$ cat src/rtl/add_shift_mult_param.sv
// ---------------------------------------------------------------------------
// add_shift_mult_param
//
// Sequential add-and-shift multiplier. One operand pair is accepted per
// operation. The product is built one multiplier bit per cycle, and the
// result is registered once the operation completes.
//
// Latency: the operation takes WIDTH+2 clock edges after the accepting edge.
// That is one LOAD edge, WIDTH SHIFT edges and one FIX edge. done is high
// in the cycle that follows the FIX edge.
//
// Optional feature (macro SIGNED_EN):
//   When SIGNED_EN is defined, the signed_mode port exists. When signed_mode
//   is 1, the operands are two's complement. The magnitudes are multiplied,
//   and the product is negated in FIX when the operand signs differ.
//   When SIGNED_EN is undefined, operands are always unsigned. The sign is
//   held at 0, and the FIX state and the latency do not change.
//
// Ports:
//   clk          rising-edge clock
//   rst          asynchronous, active-high reset
//   start        operation request; sampled only while ready=1
//   signed_mode  1: two's complement operands (SIGNED_EN builds only)
//   a, b         multiplicand / multiplier, captured on the accepting edge
//   result       2*WIDTH product of the last completed operation
//   ready        high while idle and able to accept start
//   done         single-cycle pulse marking a new result
// ---------------------------------------------------------------------------
module add_shift_mult_param #(
  parameter int WIDTH = 8
) (
  input  logic               clk,
  input  logic               rst,
  input  logic               start,
`ifdef SIGNED_EN
  input  logic               signed_mode,
`endif
  input  logic [WIDTH-1:0]   a,
  input  logic [WIDTH-1:0]   b,
  output logic [2*WIDTH-1:0] result,
  output logic               ready,
  output logic               done
);

  localparam int CW = (WIDTH > 2) ? $clog2(WIDTH) : 1;
  localparam logic [CW-1:0]      LAST_CNT = CW'(WIDTH - 1);
  localparam logic [WIDTH-1:0]   ONE_W    = WIDTH'(1);
  localparam logic [2*WIDTH-1:0] ONE_2W   = (2*WIDTH)'(1);

  typedef enum logic [1:0] {
    IDLE  = 2'd0,
    LOAD  = 2'd1,
    SHIFT = 2'd2,
    FIX   = 2'd3
  } state_t;

  state_t             r_state;
  logic [WIDTH-1:0]   r_a_in;    // raw operands captured on the accepting edge
  logic [WIDTH-1:0]   r_b_in;
  logic               r_sm;      // signed mode captured with the operands
  logic [WIDTH-1:0]   r_mcand;   // multiplicand magnitude
  logic [WIDTH-1:0]   r_mult;    // multiplier; low product bits shift in from the top
  logic [WIDTH-1:0]   r_p;       // high half of the running product
  logic [CW-1:0]      r_cnt;
  logic               r_sign;
  logic [2*WIDTH-1:0] r_result;
  logic               r_done;

  logic               w_sm_in;
  logic               w_a_neg;
  logic               w_b_neg;
  logic [WIDTH-1:0]   w_a_mag;
  logic [WIDTH-1:0]   w_b_mag;
  logic [WIDTH:0]     w_sum;
  logic [2*WIDTH-1:0] w_prod;
  logic [2*WIDTH-1:0] w_prod_neg;

`ifdef SIGNED_EN
  assign w_sm_in = signed_mode;
`else
  assign w_sm_in = 1'b0;
`endif

  // Magnitudes are computed as WIDTH-bit unsigned values. Negating the most
  // negative value gives the bit pattern 1000...0. Read as unsigned, that is
  // exactly 2^(WIDTH-1), so no extra bit is needed.
  assign w_a_neg = r_sm & r_a_in[WIDTH-1];
  assign w_b_neg = r_sm & r_b_in[WIDTH-1];
  assign w_a_mag = w_a_neg ? (~r_a_in + ONE_W) : r_a_in;
  assign w_b_mag = w_b_neg ? (~r_b_in + ONE_W) : r_b_in;

  // The partial sum is one bit wider than an operand. Bit 0 drops into the
  // multiplier register, and the upper WIDTH bits become the new P.
  assign w_sum      = {1'b0, r_p} + (r_mult[0] ? {1'b0, r_mcand} : {(WIDTH+1){1'b0}});
  assign w_prod     = {r_p, r_mult};
  assign w_prod_neg = ~w_prod + ONE_2W;

  always_ff @(posedge clk or posedge rst) begin
    if (rst) begin
      r_state  <= IDLE;
      r_a_in   <= '0;
      r_b_in   <= '0;
      r_sm     <= 1'b0;
      r_mcand  <= '0;
      r_mult   <= '0;
      r_p      <= '0;
      r_cnt    <= '0;
      r_sign   <= 1'b0;
      r_result <= '0;
      r_done   <= 1'b0;
    end else begin
      r_done <= 1'b0;
      unique case (r_state)
        IDLE: begin
          if (start) begin
            r_a_in  <= a;
            r_b_in  <= b;
            r_sm    <= w_sm_in;
            r_state <= LOAD;
          end
        end
        LOAD: begin
          r_mcand <= w_a_mag;
          r_mult  <= w_b_mag;
          r_p     <= '0;
          r_cnt   <= '0;
          r_sign  <= w_a_neg ^ w_b_neg;
          r_state <= SHIFT;
        end
        SHIFT: begin
          r_p    <= w_sum[WIDTH:1];
          r_mult <= {w_sum[0], r_mult[WIDTH-1:1]};
          r_cnt  <= r_cnt + CW'(1);
          if (r_cnt == LAST_CNT) r_state <= FIX;
        end
        FIX: begin
          // result changes only here, so partial products are never visible
          r_result <= r_sign ? w_prod_neg : w_prod;
          r_done   <= 1'b1;
          r_state  <= IDLE;
        end
        default: r_state <= IDLE;
      endcase
    end
  end

  assign result = r_result;
  assign done   = r_done;
  assign ready  = (r_state == IDLE);

endmodule

$ cat config.mk
export PLATFORM = sky130hd
export DESIGN_NAME = add_shift_mult_param
export DESIGN_NICKNAME = d
export VERILOG_FILES = /design/src/rtl/add_shift_mult_param.sv
export SDC_FILE = /design/constraint.sdc
export NUM_CORES = 1
export LEC_CHECK = 0
export CELL_PAD_IN_SITES_DETAIL_PLACEMENT = 1
export CELL_PAD_IN_SITES_GLOBAL_PLACEMENT = 1
export CORE_MARGIN = 5
export CORE_UTILIZATION = 40
export DETAILED_ROUTE_END_ITERATION = 10
export PLACE_DENSITY = 0.72
export SYNTH_ARGS = -nofsm -noshare
export SYNTH_HDL_FRONTEND = slang
export SYNTH_SLANG_ARGS = --single-unit
$ cat constraint.sdc
create_clock -name clk -period 2.6 [get_ports clk]
set_input_delay 0.39 -clock clk [delete_from_list [all_inputs] [get_ports clk]]
set_output_delay 0.39 -clock clk [all_outputs]
set_load 0.02 [all_outputs]
==> results.json <==
{
  "drcViolationCount": 0,
  "drtAntennaViolNets": 0,
  "netSwitchingPower_mw": 1.71,
  "layout.cells.non_filler": 365,
  "holdWs_ps": 422,
  "drt_wl_total_mm": 5.68,
  "hpwl_mm": 4.10,
  "antenna_found_initial": 0,
  "stdcell_area_sq_um": 3540,
  "vias": 1840,
  "critical-path-slowest-cell": "dfrtp_1",
  "coreArea_sq_um": 6830,
  "grt_pass1_wl_mm": 9.85,
  "postCtsHoldBufs": 0,
  "vias_per_cell": 5.04,
  "post_dp_cell_area_sq_um": 3330,
  "cts_tree": "done",
  "rsz0062_at_grt": "no",
  "drive_gt1_share_pct": 8.55,
  "die_h_um": 94.2,
  "synth_cells": 220,
  "synthArstFlopShare_pct": 100,
  "final_nets": 298,
  "synthSimpleGateAreaFrac_pct": 6.63,
  "p_total_mw": 4.66,
  "worstPathCellList": "and2_1, ha_1, fa_1, a21o_1, a21boi_1, o21bai_1, a221o_1",
  "crit_fanout": 10,
  "start_kind": "register",
  "internal-power_mw": 2.95,
  "portBuffers": 36,
  "gp_congestion": 0.793,
  "core.rowCount": 30,
  "tightestPinTransition_ps": 546,
  "seqCellArea_sq_um": 1550,
  "cp_top_family": "compound AO/OA/AOI/OAI gates",
  "final-setup-viol-count": 0,
  "grt_overflow": 0,
  "synth_warnings": 0,
  "cp.depth": 7,
  "cp-end-kind": "register",
  "synth_compound_area_share_pct": 8.70,
  "period_minus_slack_ps": 2260,
  "arrival_ps": 2470,
  "grt_max_degree": 39,
  "synth.distinct_cells": 38,
  "dp_cells": 349,
  "die_x_um": 94.2,
  "grtUsageTotal_pct": 14.4,
  "final.setup.worst_slack_ps": 338,
  "p_per_area_nw_per_um2": 1320,
  "dieArea_sq_um": 8870,
  "crit_path_max_incr_delay_ps": 450,
  "synthFlopType": "dfrtp_1",
  "hold_class": "in -> async",
  "final-max-slew-violation-count": 0,
  "setup_tns_ps": 0,
  "p_comb_share_pct": 43.8,
  "cts_resized": 0,
  "cts_sinks": 62,
  "cts_made_buffers": 9,
  "power.leakage_nw": 1.60,
  "start_util_pct": 41.5,
  "synth_xor_area_share_pct": 0.618,
  "vdd_drop_max_v": 0.000618,
  "fillers": 719,
  "worstRegToRegCells": 7,
  "final_cell_mix": "dfrtp_1 (62), mux2_1 (40), clkdlybuf4s50_1 (36)",
  "io_pins": 37,
  "finalHoldViolCount": 0,
  "outcome": "complete, no violations",
  "drtIter0Drc": 98,
  "dp_slack_ps": 343,
  "layout_commonest_cell": "dfrtp_1",
  "clk_path_buf_depth": 2,
  "post-route-period-util_pct": 87.0,
  "synthAdderAreaFrac_pct": 6.89,
  "clkPwrFrac_pct": 19.7,
  "fin_util_pct": 51.8,
  "path_class": "reg -> reg",
  "finClkSkew_ps": 9.53,
  "n_antenna_cell": 0,
  "netlist_area_sq_um": 2830,
  "area_growth_pct": 25.0,
  "synth_edf_count": 0,
  "synth_top_family_by_area": "multiplexers",
  "swShare_pct": 36.7,
  "synth.avg_cell_area_sq_um": 12.9,
  "post_drt_wl_per_cell_um": 15.6,
  "seq_area_frac_synth_pct": 54.8,
  "slew_headroom_pct": 63.6,
  "ys_ff_latch": 62,
  "htree_num_levels": 3,
  "synth_mux_area_share_pct": 19.8,
  "insertion_delay_ps": 340,
  "firstDrtPassIters": 4,
  "cts_setup_buffers": 0,
  "cp_data_required_time_ps": 2810,
  "max_freq_mhz": 442,
  "syn_nets": 254,
  "grt_pass1_vias": 2034,
  "multiInputGateArea_sq_um": 1210,
  "pwr-share-seq_pct": 36.4,
  "crit_buf_inv": 0,
  "clkTransAtPathRegs_ps": 70,
  "cts-root-buf": "clkbuf_8",
  "maxCapViolCount": 0
}
==> power groups by stage <==
| stage | clock (mW) | sequential [mW] | combinational [mW] |
|---|---|---|---|
| floorplan | 0 | 1.78 | 1.28 |
| global placement | 0 | 1.70 | 1.99 |
| detailed placement | 0 | 1.72 | 2.06 |
| CTS | 0.946 | 1.71 | 2.08 |
| global route | 0.987 | 1.76 | 2.26 |
| finish | 0.920 | 1.70 | 2.04 |
==> flip-flops by register name (all words and copies together), names as in the netlist <==
register	count
r_cnt	3
done	1
r_mcand	8
r_state	2
r_p	8
r_mult	8
r_a_in	8
result	16
r_b_in	8
==> worst paths after layout <==
check | startpoint | to | slack (ps)
min in group clk | result[9]$_DFFE_PP0P_ | result[9]$_DFFE_PP0P_ | 480
hold reg to reg | result[9]$_DFFE_PP0P_ | result[9]$_DFFE_PP0P_ | 480
hold / removal | rst | result[0]$_DFFE_PP0P_ | 420
setup / recovery | r_mult[0]$_DFFE_PP0P_ | r_p[7]$_DFFE_PP0P_ | 340
setup reg to reg | r_mult[0]$_DFFE_PP0P_ | r_p[7]$_DFFE_PP0P_ | 340
max in group asynchronous | rst | r_p[3]$_DFFE_PP0P_ | 1590
==> cells in the mapped netlist (3+ instances only) <==
library cell	n	area, sq um
a21oi_1	12	60.1
dfrtp_1	62	1550
nand2_1	5	18.8
mux2i_1	11	110
o2bb2ai_1	4	35.0
a21o_1	3	22.5
mux2_1	40	450
nor2_1	13	48.8
buf_2	5	25.0
inv_1	8	30.0
ha_1	14	175
clkbuf_1	3	11.3
and2_1	8	50.1
==> cell type report <==
cell class / count / area share (%)
repair buffers: 41 / 11.6
flip-flops and latches: 62 / 43.8
clock inverters: 4 / 1.98
multi-input cells: 140 / 34.1
inverters: 10 / 1.06
clock buffers: 12 / 4.10
well taps: 96 / 3.39
==> routing by layer <==
| layer | part of all wire (%) | up-vias | wire (um) | global-route usage (%) |
|---|---|---|---|---|
| li1 | - | 877 | - | - |
| met1 | 49 | 926 | 2770 | 18.6 |
| met2 | 46 | 31 | 2630 | 22.3 |
| met3 | 3.3 | 6 | 190 | 4.41 |
| met4 | 1.6 | 0 | 89 | 5.78 |
| met5 | 0 | - | 0 | 0 |
==> kinds of logic after synthesis <==
kind of cell | after synthesis
adders and majority gates | 15
muxes | 51
and+or+nand+nor | 37
DFF | 62
buffers and inverters | 18
AOI/OAI and AO/OA | 35
xor gates and xnor gates | 2
(Power assumes the default switching activity.)
